`src/rtl/gnn_pkg.sv`:
```
// gnn_pkg: shared constants, FSM state type and slot indexing for the GNN result collector
package gnn_pkg;
  localparam int NUM_NODES = 4;
  localparam int NUM_OUT = 2;
  localparam int NUM_SLOTS = NUM_NODES * NUM_OUT;
  localparam int IN_W_DEF = 21;
  localparam int OUT_W_DEF = 16;
  typedef enum logic [1:0] {ARM, COLLECT, SEND} state_t;
  function automatic logic [2:0] slot(input logic [1:0] node, input logic o);
    return {node, o};
  endfunction
endpackage

```
`src/rtl/gnn_sat_argmax.sv`:
```
// gnn_sat_argmax: picks the larger of two signed scores (tie -> a) and saturates it to OUT_W
//   a, b  : signed IN_W candidate scores (out0, out1)
//   cls   : 1 when b strictly exceeds a
//   score : winning score clipped to the signed OUT_W range
module gnn_sat_argmax import gnn_pkg::*; #(
  parameter int IN_W = IN_W_DEF,
  parameter int OUT_W = OUT_W_DEF
) (
  input  logic signed [IN_W-1:0]  a,
  input  logic signed [IN_W-1:0]  b,
  output logic                    cls,
  output logic signed [OUT_W-1:0] score
);
  localparam logic signed [IN_W-1:0] MAX_V = {{(IN_W-OUT_W+1){1'b0}}, {(OUT_W-1){1'b1}}};
  localparam logic signed [IN_W-1:0] MIN_V = {{(IN_W-OUT_W+1){1'b1}}, {(OUT_W-1){1'b0}}};
  logic signed [IN_W-1:0] w;
  assign cls = b > a;
  assign w = cls ? b : a;
  assign score = w > MAX_V ? MAX_V[OUT_W-1:0] : w < MIN_V ? MIN_V[OUT_W-1:0] : w[OUT_W-1:0];
endmodule

```
`src/rtl/gnn_result_collector.sv`:
```
// gnn_result_collector: gathers 8 per-node results, then streams per-node argmax/score words
//   res_data/res_ready : packed result slots (slot = 2*node + out) with level ready flags
//   m_valid/m_ready    : word handshake; m_node, m_class, m_score form the word
//   frame_done         : pulse after node 3 is accepted; err_abort: pulse on mid-frame ready loss
//   frame_cnt          : wrapping count of completed frames
module gnn_result_collector import gnn_pkg::*; #(
  parameter int IN_W = IN_W_DEF,
  parameter int OUT_W = OUT_W_DEF,
  parameter int FCNT_W = 8
) (
  input  logic                        clk,
  input  logic                        rst,
  input  logic [NUM_SLOTS*IN_W-1:0]   res_data,
  input  logic [NUM_SLOTS-1:0]        res_ready,
  output logic                        m_valid,
  input  logic                        m_ready,
  output logic [1:0]                  m_node,
  output logic                        m_class,
  output logic signed [OUT_W-1:0]     m_score,
  output logic                        frame_done,
  output logic                        err_abort,
  output logic [FCNT_W-1:0]           frame_cnt
);
  state_t state, state_n;
  logic [NUM_SLOTS-1:0] got, got_n, cap_en;
  logic [1:0] node, node_n;
  logic [FCNT_W-1:0] cnt_n;
  logic done_n, abort_n, lost;
  logic signed [IN_W-1:0] cap [NUM_SLOTS];
  assign lost = |(got & ~res_ready);
  assign m_valid = state == SEND;
  assign m_node = node;
  always_comb begin
    state_n = state;
    got_n = got;
    node_n = node;
    cnt_n = frame_cnt;
    done_n = 1'b0;
    abort_n = 1'b0;
    cap_en = '0;
    case (state)
      ARM: begin
        got_n = '0;
        if (res_ready == '0) state_n = COLLECT;
      end
      COLLECT: begin
        if (lost) begin
          got_n = '0;
          abort_n = 1'b1;
          state_n = ARM;
        end else if (&got) begin
          state_n = SEND;
        end else begin
          cap_en = res_ready & ~got;
          got_n = got | cap_en;
        end
      end
      SEND: begin
        if (m_ready) begin
          node_n = node + 2'd1;
          if (node == 2'd3) begin
            done_n = 1'b1;
            cnt_n = frame_cnt + 1'b1;
            state_n = ARM;
          end
        end
      end
      default: state_n = ARM;
    endcase
  end
  always_ff @(posedge clk or posedge rst) begin
    if (rst) begin
      state <= ARM;
      got <= '0;
      node <= '0;
      frame_cnt <= '0;
      frame_done <= 1'b0;
      err_abort <= 1'b0;
    end else begin
      state <= state_n;
      got <= got_n;
      node <= node_n;
      frame_cnt <= cnt_n;
      frame_done <= done_n;
      err_abort <= abort_n;
    end
  end
  always_ff @(posedge clk or posedge rst) begin
    if (rst) begin
      for (int k = 0; k < NUM_SLOTS; k++) cap[k] <= '0;
    end else begin
      for (int k = 0; k < NUM_SLOTS; k++) if (cap_en[k]) cap[k] <= res_data[k*IN_W +: IN_W];
    end
  end
  gnn_sat_argmax #(.IN_W(IN_W), .OUT_W(OUT_W)) u_sat (
    .a(cap[slot(node, 1'b0)]),
    .b(cap[slot(node, 1'b1)]),
    .cls(m_class),
    .score(m_score)
  );
endmodule

```
`config.mk`:
```
export PLATFORM = sky130hd
export DESIGN_NAME = gnn_result_collector
export DESIGN_NICKNAME = d
export VERILOG_FILES = /design/src/rtl/gnn_pkg.sv /design/src/rtl/gnn_sat_argmax.sv /design/src/rtl/gnn_result_collector.sv
export SDC_FILE = /design/constraint.sdc
export NUM_CORES = 1
export LEC_CHECK = 0
export BUFFER_PORTS_ARGS = -buffer_cell sky130_fd_sc_hd__buf_2
export CORE_AREA = 4 4 213 215
export CTS_CLUSTER_DIAMETER = 120
export DETAILED_ROUTE_END_ITERATION = 10
export DIE_AREA = 0 0 217 219
export GPL_TIMING_DRIVEN = 0
export SLEW_MARGIN = 30
export SYNTH_ARGS = -nofsm -noshare
export SYNTH_HDL_FRONTEND = slang
export SYNTH_HIERARCHICAL = 1
export SYNTH_SLANG_ARGS = --single-unit
```
`constraint.sdc`:
```
create_clock -name clk -period 14.74 [get_ports clk]
set_clock_uncertainty 0.05 [all_clocks]
set_input_delay 1.474 -clock clk [delete_from_list [all_inputs] [get_ports clk]]
set_output_delay 1.474 -clock clk [all_outputs]
set_load 0.05 [all_outputs]
```
==> results of run 1 <==
-- cell type report --
cell class,instances,share of cell area
Multi-Input combinational cell,404,0.390
Timing Repair Buffer,210,0.0889
Tap cell,592,0.0601
Clock buffer,21,0.0365
Antenna cell,2,0.000406
Clock inverter,9,0.00893
Inverter,27,0.00883
Sequential cell,190,0.386
Buffer,32,0.0203
-- report_power, final --
part	internal, mW	switching, mW	total [mW]
registers	0.773	0.141	0.914
logic	0.716	0.835	1.55
clock network	0.253	0.220	0.473
total	1.74	1.20	2.94
-- routing by layer --
metal | share of wire | GRT usage | wire, um
met5 | 0.0016 | 0 | 50
met4 | 0.022 | 0.0505 | 663
met3 | 0.051 | 0.0370 | 1560
met2 | 0.48 | 0.215 | 14600
met1 | 0.44 | 0.164 | 13500
-- worst max path at each step --
stage | startpoint | endpoint | slack, ns | cells past startpoint
3_3_place_gp | rst | cap[7] | 5.51 | 2
3_5_place_dp | m_node[0] | m_score[4] | 8.54 | 13
6_report | m_node[0] | m_score[4] | 8.01 | 13
2_1_floorplan | rst | cap[0] | 8.05 | 1
4_1_cts | m_node[0] | m_score[4] | 7.94 | 13
5_1_grt | m_node[0] | m_score[4] | 7.68 | 13
-- kinds of logic after synthesis --
| group | Yosys count |
|---|---|
| fa+ha+maj | 23 |
| compound gates | 63 |
| xor+xnor | 8 |
| simple gates | 97 |
| flops | 190 |
| buf+inv | 59 |
| mux | 213 |
-- sequential cells by signal, indices dropped and copies added, names as in the netlist --
name        cells
err_abort       1
got             8
state           2
frame_cnt       8
m_node          2
frame_done      1
cap           168
-- synthesized netlist by cell type, drive strengths merged --
| master | n |
|---|---|
| o211ai | 1 |
| o32ai | 2 |
| and3 | 1 |
| nand4 | 12 |
| nor4 | 3 |
| dfrtp | 190 |
| a2111oi | 2 |
| a311oi | 1 |
| o21a | 1 |
| a211oi | 2 |
| clkinv | 1 |
| nand3 | 10 |
| o22ai | 6 |
| a21bo | 1 |
| clkbuf | 8 |
| a21oi | 21 |
| a22oi | 9 |
| nor3b | 6 |
| a31oi | 2 |
| nor3 | 4 |
| nand2b | 2 |
| and4 | 1 |
| mux4 | 42 |
| mux2 | 171 |
| nor2b | 9 |
| xor2 | 1 |
| xnor2 | 7 |
| ha | 23 |
| inv | 26 |
| nand2 | 26 |
| nor2 | 21 |
| or3 | 1 |
| o31ai | 2 |
| a31o | 1 |
| a21o | 1 |
| buf | 24 |
| and4b | 1 |
| o21ai | 11 |
-- through the flow --
step | total power, mW | instance area (um2)
floorplan | 2.07 | 9920
CTS | 2.98 | 12300
finish | 2.94 | 12300
global placement | 2.45 | 11700
global route | 3.12 | 12300
detailed placement | 2.49 | 11800
-- critical path, delay by kind of cell (launching register included) --
family | cells | cell delay, ns
flops | 1 | 0.42
buf+inv | 4 | 1.46
simple gates | 2 | 0.22
mux | 1 | 0.63
compound gates | 5 | 1.74
fa+ha+maj | 1 | 0.25
==> impl_metrics.env, run 1 <==
export IMPL_cts_buffer_depth=2
export IMPL_drt_pass1_iter_count=6
export IMPL_synth_xor_area_frac=0.00707
export IMPL_irDropWorstVdd_mv=0.194
export IMPL_cp_data_required_time_ns=13.22
export IMPL_fin_crit_sh=0.457
export IMPL_place_congestion=0.786
export IMPL_worstPathCellList="clkbuf_1 -> buf_2 -> mux4_2 -> inv_1 -> ha_1 -> nand4_2 -> nor2_1 -> a311oi_1 -> a211oi_1 -> o31ai_2 -> a211oi_4 -> a22oi_1 -> buf_2"
export IMPL_htree_levels=4
export IMPL_fp_dieH_um=219
export IMPL_syn_avg_cell_area_um2=15.2
export IMPL_numCtsBuffers=17
export IMPL_clkLatencyLatePin_ns=0.49
export IMPL_worst_slew_pin_slew_ns=0.869
export IMPL_finish_utilization=0.282
export IMPL_cpPeakStageDelay_ns=0.63
export IMPL_fin_hold_ws_ns=0.419
export IMPL_core_area_um2=43700
export IMPL_worstReg2RegEnd="cap[28]"
export IMPL_synth_area_leaders="dfrtp_1 48%, mux2_4 21%, mux4_2 9.5%"
export IMPL_wl_um=30400
export IMPL_antenna_left=0
export IMPL_synth_compound_area_frac=0.0457
export IMPL_rsz0062_at_grt="no"
export IMPL_power_leakage_nw=5.86
export IMPL_fmax_ghz=0.149
export IMPL_synth_area_um2=9920
export IMPL_final_seq_area_um2=4750
export IMPL_wl_per_cell_um=20.4
export IMPL_num_io_pins=209
export IMPL_synth_seq_cells=190
export IMPL_dp_hpwl_um=23000
export IMPL_vias=6351
export IMPL_grt_remaining_overflow=0
export IMPL_status="finished, final reports clean"
export IMPL_root_buffer="clkbuf_16"
export IMPL_synth_simple_area_share=0.0604
export IMPL_grt_max_degree=73
export IMPL_finalSetupTns_ns=0
export IMPL_crit_fanout=10
export IMPL_yosysSeqAreaShare=0.479
export IMPL_powerDensity_nw_per_um2=238
export IMPL_grt_pass1_wl_um=44800
export IMPL_pre_cts_ws_ns=8.54
export IMPL_yosys_warnings=6
export IMPL_synth_top_family_by_area="multiplexers"
export IMPL_reg2reg_depth=7
export IMPL_yosysUniqueCellTypes=52
export IMPL_criticalPathCategory="register to primary output"
export IMPL_crit_path_end_kind="primary output"
export IMPL_hold_path_class="register to register"
export IMPL_cts_repair_resized=0
export IMPL_hp_start="frame_cnt[7]"
export IMPL_drc=0
export IMPL_finalHoldViolations=0
export IMPL_synth_adder_area_share=0.0290
export IMPL_path_clk_slew_ns=0.08
export IMPL_via_per_inst=4.27
export IMPL_post_cts_buffers=0
export IMPL_crit_top_cell="buf_2"
export IMPL_rows=77
export IMPL_place_inst=1455
export IMPL_synthMuxAreaShare=0.343
export IMPL_layout_commonest_cell="buf_2"
export IMPL_antenna_found_initial=7
export IMPL_hold_buffers=0
export IMPL_cts_tree="built"
export IMPL_cp_slowest_cell="mux4_2"
export IMPL_die_area_um2=47500
export IMPL_area_growth_pct=24.3
export IMPL_startpoint_type="register"
export IMPL_slew_violations=0
export IMPL_reg2reg_from="state[1]"
export IMPL_drv_cap=0
export IMPL_grt_pass1_vias=6964
export IMPL_die_w_um=217
export IMPL_relSlewSlack=0.417
export IMPL_synth_nets=855
export IMPL_finalNetCount=1084
export IMPL_start_util=0.227
export IMPL_holdPathStages=1
export IMPL_layout_cells_non_filler=1487
export IMPL_synth_cells=653
export IMPL_arrival_ns=5.21
export IMPL_rrSetupSlack_ns=12.56
export IMPL_portBuffers=208
export IMPL_drive_gt1_frac=0.559
export IMPL_min_period_ns=6.73
export IMPL_multiInputGateArea_um2=4810
export IMPL_setup_viol=0
export IMPL_fin_ws_ns=8.01
export IMPL_cts_sinks=190
export IMPL_synth_top_cell_by_area="dfrtp_1"
export IMPL_hold_end="frame_cnt[7]"
export IMPL_gr_usage_all_layers=0.131
export IMPL_drtIter0Drc=350
export IMPL_synth_top_area_share=0.479
export IMPL_nFillCells=4516
export IMPL_final_cell_mix="216 x buf_2, 190 x dfrtp_1, 141 x mux2_4"
No activity file was read; power rests on OpenSTA's default activity.
==> run 2, diff against run 1 <==
Settings changed: ABC_AREA from default to 1, CORE_AREA 4 4 213 215 to 4 4 217 219, DIE_AREA 0 0 217 219 to 0 0 221 223.
Clock period 14.74 ns to 6.8 ns, I/O delays scaled along.
==> run 2 against run 1 <==
Global-route usage increased by 2.6 points. Synthesized area increased by 3.9%. Hold slack got worse by 0.36 ns. First-iteration DRC count increased by 120%. Routed wire length increased by 27%. Core utilization increased by 0.12 points. Clock-buffer cell count decreased by 4.
==> impl_metrics.env, run 2 <==
export IMPL_status="finished, final reports clean"
export IMPL_synth_top_area_share=0.462
export IMPL_setup_viol=0
export IMPL_fin_ws_ns=0.898
export IMPL_finalHoldViolations=0
export IMPL_fp_dieH_um=223
export IMPL_drtIter0Drc=762
export IMPL_area_growth_pct=23.9
export IMPL_cts_sinks=190
export IMPL_fmax_ghz=0.169
export IMPL_layout_cells_non_filler=2200
export IMPL_synth_compound_area_frac=0.0843
export IMPL_synthTopCellsByCount="486 x nand2_1, 190 x dfrtp_1, 180 x nand3_1"
export IMPL_reg_top3="cap (168), frame_cnt (8), got (8)"
export IMPL_synth_cells=1355
export IMPL_crit_fanout=10
export IMPL_synth_edff_count=0
export IMPL_hold_path_class="primary input to asynchronous set/reset pin"
export IMPL_grt_pass1_vias=9900
export IMPL_start_util=0.228
export IMPL_final_cell_mix="486 x nand2_1, 226 x buf_2, 190 x dfrtp_1"
export IMPL_min_period_ns=5.90
export IMPL_finish_utilization=0.283
export IMPL_yosysSeqAreaShare=0.462
export IMPL_synth_top_cell_by_area="dfrtp_1"
export IMPL_antenna_found_initial=8
export IMPL_die_area_um2=49300
export IMPL_crit_path_end_kind="primary output"
export IMPL_finalNetCount=1786
export IMPL_startpoint_type="register"
export IMPL_portBuffers=208
export IMPL_num_io_pins=209
export IMPL_synth_ff_type="dfrtp_1"
export IMPL_htree_levels=4
export IMPL_yosysMostFrequentCell="nand2_1"
export IMPL_synth_area_leaders="dfrtp_1 46%, nand2_1 18%, nand3_1 8.7%"
export IMPL_path_clk_slew_ns=0.08
export IMPL_rows=78
export IMPL_grt_pass1_wl_um=58500
export IMPL_yosys_warnings=6
export IMPL_finalSetupTns_ns=0
export IMPL_pre_cts_ws_ns=1.44
export IMPL_relSlewSlack=0.430
export IMPL_gr_usage_all_layers=0.157
export IMPL_place_congestion=0.886
export IMPL_layout_commonest_cell="nand2_1"
export IMPL_numCtsBuffers=17
export IMPL_cts_repair_resized=0
export IMPL_synth_simple_area_share=0.345
export IMPL_cts_tree="built"
export IMPL_synth_area_um2=10300
export IMPL_drv_cap=0
export IMPL_largest_reg_flops=168
export IMPL_synth_seq_cells=190
export IMPL_fin_crit_sh=0.868
export IMPL_dp_hpwl_um=31300
export IMPL_grt_max_degree=88
export IMPL_regMostFlops="cap"
export IMPL_synthMuxAreaShare=0
export IMPL_die_w_um=221
export IMPL_drt_pass1_iter_count=5
export IMPL_grt_remaining_overflow=0
export IMPL_via_per_inst=4.48
export IMPL_synth_nets=1557
export IMPL_antenna_left=0
export IMPL_drive_gt1_frac=0.212
export IMPL_wl_per_cell_um=17.6
export IMPL_wl_um=38700
export IMPL_worst_slew_pin_slew_ns=0.852
export IMPL_arrival_ns=5.17
export IMPL_synth_top_family_by_area="simple AND/OR/NAND/NOR gates"
export IMPL_yosysUniqueCellTypes=31
export IMPL_cts_buffer_depth=2
export IMPL_rsz0062_at_grt="no"
export IMPL_drc=0
export IMPL_core_area_um2=45100
export IMPL_clkLatencyLatePin_ns=0.49
export IMPL_cp_data_required_time_ns=6.07
export IMPL_hold_buffers=0
export IMPL_synth_xor_area_frac=0.00595
export IMPL_slew_violations=0
export IMPL_vias=9857
export IMPL_post_cts_buffers=0
export IMPL_synthArstFlopShare=1.00
export IMPL_root_buffer="clkbuf_16"
export IMPL_criticalPathCategory="register to primary output"
export IMPL_place_inst=2165
export IMPL_synth_adder_area_share=0.0279
export IMPL_syn_avg_cell_area_um2=7.60
==> run 2: critical path, stage by stage, from the launching register on <==
cell      delay, ns
dfrtp_1        0.46
clkbuf_1       0.56
clkbuf_1       0.47
o21ai_0        0.15
o22ai_1        0.40
inv_1          0.12
ha_1           0.35
nand2_1        0.08
nand2_1        0.05
nand2_1        0.05
nand2_1        0.06
a21oi_1        0.26
nand3_2        0.13
nand2_1        0.08
nand3_2        0.09
buf_6          0.16
o21ai_2        0.13
nand2_1        0.11
o21bai_4       0.26
buf_6          0.18
nand2_1        0.06
nand2_1        0.17
buf_2          0.30
==> run 2: cell type report <==
class	count	area [um2]
Buffer	84	552
Clock inverter	15	170
Tap cell	600	751
Timing Repair Buffer	210	1100
Sequential cell	190	4750
Clock buffer	17	425
Antenna cell	3	7.51
Inverter	60	233
Multi-Input combinational cell	1021	4770
Fill cell	4962	32300
==> run 2: layer usage <==
metal / GRT usage / part of all wire / vias up
met2: 0.258 / 0.47 / 270
li1: - / - / 4867
met4: 0.0509 / 0.025 / 8
met3: 0.0451 / 0.053 / 57
met5: 0 / 0.0016 / -
met1: 0.200 / 0.45 / 4655
==> run 2: path summary, 6_finish.rpt <==
| check | from | to | slack [ns] | cells after the start |
|---|---|---|---|---|
| max in group asynchronous | rst | cap[86] | 5.89 | 3 |
| hold / removal | rst | frame_cnt[6] | 0.06 | 2 |
| setup reg to reg | state[1] | cap[157] | 4.65 | 6 |
| hold reg to reg | cap[110] | cap[110] | 0.42 | 2 |
| min in group clk | res_data[24] | cap[129] | 0.37 | 3 |
| setup / recovery | m_node[0] | m_score[14] | 0.90 | 22 |
==> run 2: cell families (layout without fill, tap and decap cells) <==
group,count (synthesis),count (layout)
other,0,3
flip-flops,190,190
buffers and inverters,144,386
AO/OA/AOI/OAI,156,156
AND/OR/NAND/NOR,835,835
adder cells (fa/ha/maj),23,23
XOR/XNOR,7,7
==> run 2: through the flow <==
step | cell area, um2 | hold slack (ns)
6_report | 12800 | 0.0637
2_1_floorplan | 10300 | 0.387
3_3_place_gp | 12100 | 0.399
3_5_place_dp | 12200 | 0.404
4_1_cts | 12800 | 0.0257
5_1_grt | 12800 | 0.0387
Power of run 2 is left out: the tool's default activity adds up to more than one toggle a clock period on the data nets, which glitch-free logic cannot reach.
==> run 3, diff against run 2 <==
Clock period 6.8 ns to 6.35 ns, I/O delays scaled along.
==> run 3 against run 2 <==
Routed wire length rose by 0.18%. Sequential share of layout area about the same. Clock-buffer cell count is the same. Core utilization is essentially flat. Critical path depth stayed put. Die area did not move. Non-clock buffer count rose by 1. First-iteration DRC count is 2.6% higher. Sequential cell count is the same. Hold slack improved by 0.26 ns. Final area about the same. Critical path type unchanged. Critical endpoint unchanged. Largest cell class unchanged.
==> impl_metrics.env, run 3 (synthesis gave the netlist of run 2 again) <==
export IMPL_status="finished, final reports clean"
export IMPL_die_w_um=221
export IMPL_slew_violations=0
export IMPL_top_layer_used="met5"
export IMPL_drv_cap=0
export IMPL_clkLatencyLatePin_ns=0.49
export IMPL_fp_dieH_um=223
export IMPL_area_growth_pct=24.0
export IMPL_post_cts_buffers=0
export IMPL_antenna_left=0
export IMPL_grt_max_degree=88
export IMPL_drc=0
export IMPL_setup_viol=0
export IMPL_fmax_ghz=0.172
export IMPL_cts_buffer_depth=2
export IMPL_criticalPathCategory="register to primary output"
export IMPL_arrival_ns=5.14
export IMPL_path_clk_slew_ns=0.08
export IMPL_reg_top3="cap (168), frame_cnt (8), got (8)"
export IMPL_crit_fanout=10
export IMPL_wl_met2_um=18200
export IMPL_antenna_found_initial=8
export IMPL_dr_wl_met3_um=2330
export IMPL_portBuffers=208
export IMPL_fin_crit_sh=0.917
export IMPL_wl_met1_um=17200
export IMPL_regMostFlops="cap"
export IMPL_grt_remaining_overflow=0
export IMPL_place_congestion=0.886
export IMPL_largest_reg_flops=168
export IMPL_grt_pass1_vias=9907
export IMPL_final_cell_mix="486 x nand2_1, 226 x buf_2, 190 x dfrtp_1"
export IMPL_hold_path_class="primary input to register"
export IMPL_vias=9858
export IMPL_reg2reg_depth=6
export IMPL_drive_gt1_frac=0.212
export IMPL_cp_data_required_time_ns=5.66
export IMPL_die_area_um2=49300
export IMPL_cts_tree="built"
export IMPL_startpoint_type="register"
export IMPL_min_period_ns=5.82
export IMPL_holdPathStages=3
export IMPL_drtIter0Drc=782
export IMPL_rows=78
export IMPL_num_io_pins=209
export IMPL_wl_per_cell_um=17.6
export IMPL_finalHoldViolations=0
export IMPL_relSlewSlack=0.416
export IMPL_grt_pass1_wl_um=58500
export IMPL_finalNetCount=1787
export IMPL_worst_slew_pin_slew_ns=0.872
export IMPL_core_area_um2=45100
export IMPL_start_util=0.228
export IMPL_numCtsBuffers=17
export IMPL_layout_commonest_cell="nand2_1"
export IMPL_nFillCells=4960
export IMPL_htree_levels=4
export IMPL_crit_path_end_kind="primary output"
export IMPL_gr_usage_all_layers=0.157
export IMPL_wl_um=38700
export IMPL_dp_hpwl_um=31300
export IMPL_drt_pass1_iter_count=5
export IMPL_cts_sinks=190
export IMPL_via_per_inst=4.48
export IMPL_finalSetupTns_ns=0
export IMPL_root_buffer="clkbuf_16"
export IMPL_rsz0062_at_grt="no"
## run 3: changes by cell type in the layout (fill, tap and decap cells not counted)
cell	previous run	this run
diode_2	3	4
dlygate4sd3_1	0	1
## run 3: layout make-up
class / instances / area, um2 / share of cell area
multi-input combinational: 1021 / 4770 / 0.374
timing repair buffer: 211 / 1110 / 0.0866
clock buffer: 17 / 425 / 0.0333
inverter: 60 / 233 / 0.0182
clock inverter: 15 / 170 / 0.0133
sequential: 190 / 4750 / 0.372
antenna: 4 / 10.0 / 0.000784
tap: 600 / 751 / 0.0588
buffer: 84 / 552 / 0.0432
## run 3: final timing paths
path	startpoint	endpoint	slack (ns)
worst max register to register	state[1]	cap[157]	4.19
max in group asynchronous	rst	cap[143]	4.93
worst max-delay path	m_node[0]	m_score[14]	0.53
worst min-delay path	res_data[24]	cap[129]	0.33
worst min register to register	cap[85]	cap[85]	0.42
min in group asynchronous	rst	frame_cnt[6]	0.57
## run 3: worst max-delay path, cell delays in order (launching register included)
cell	delay (ns)
dfrtp_1	0.46
clkbuf_1	0.56
clkbuf_1	0.48
o21ai_0	0.15
o22ai_1	0.40
inv_1	0.11
ha_1	0.35
nand2_1	0.08
nand2_1	0.05
nand2_1	0.05
nand2_1	0.06
a21oi_1	0.26
nand4_1	0.16
nand3_2	0.12
buf_6	0.14
nand2_1	0.05
nand2_1	0.09
nand3_1	0.13
o21bai_4	0.24
buf_6	0.18
nand2_1	0.06
nand2_1	0.17
buf_2	0.30
## run 3: timing repair
item,in CTS,in global routing
resized for setup,0,0
hold endpoints to repair,17,0
hold buffers,1,0
## run 3: metal layers
metal  up-vias  global-route usage
li1       4866                   -
met1      4649               0.200
met2       282               0.258
met3        53              0.0451
met4         8              0.0509
met5         -                   0
## run 3: per-stage QoR
step	util	std cells	setup slack (ns)	hold WS [ns]	cell area [um2]
final	0.283	2202	0.526	0.326	12800
after global routing	0.283	2198	0.0557	0.306	12800
after CTS	0.283	2198	0.467	0.293	12800
after detailed placement	0.270	2165	1.04	0.404	12200
after global placement	0.268	2163	-1.91	0.399	12100
after floorplan	-	1355	0.495	0.387	10300
Power of run 3 is left out for the same reason.
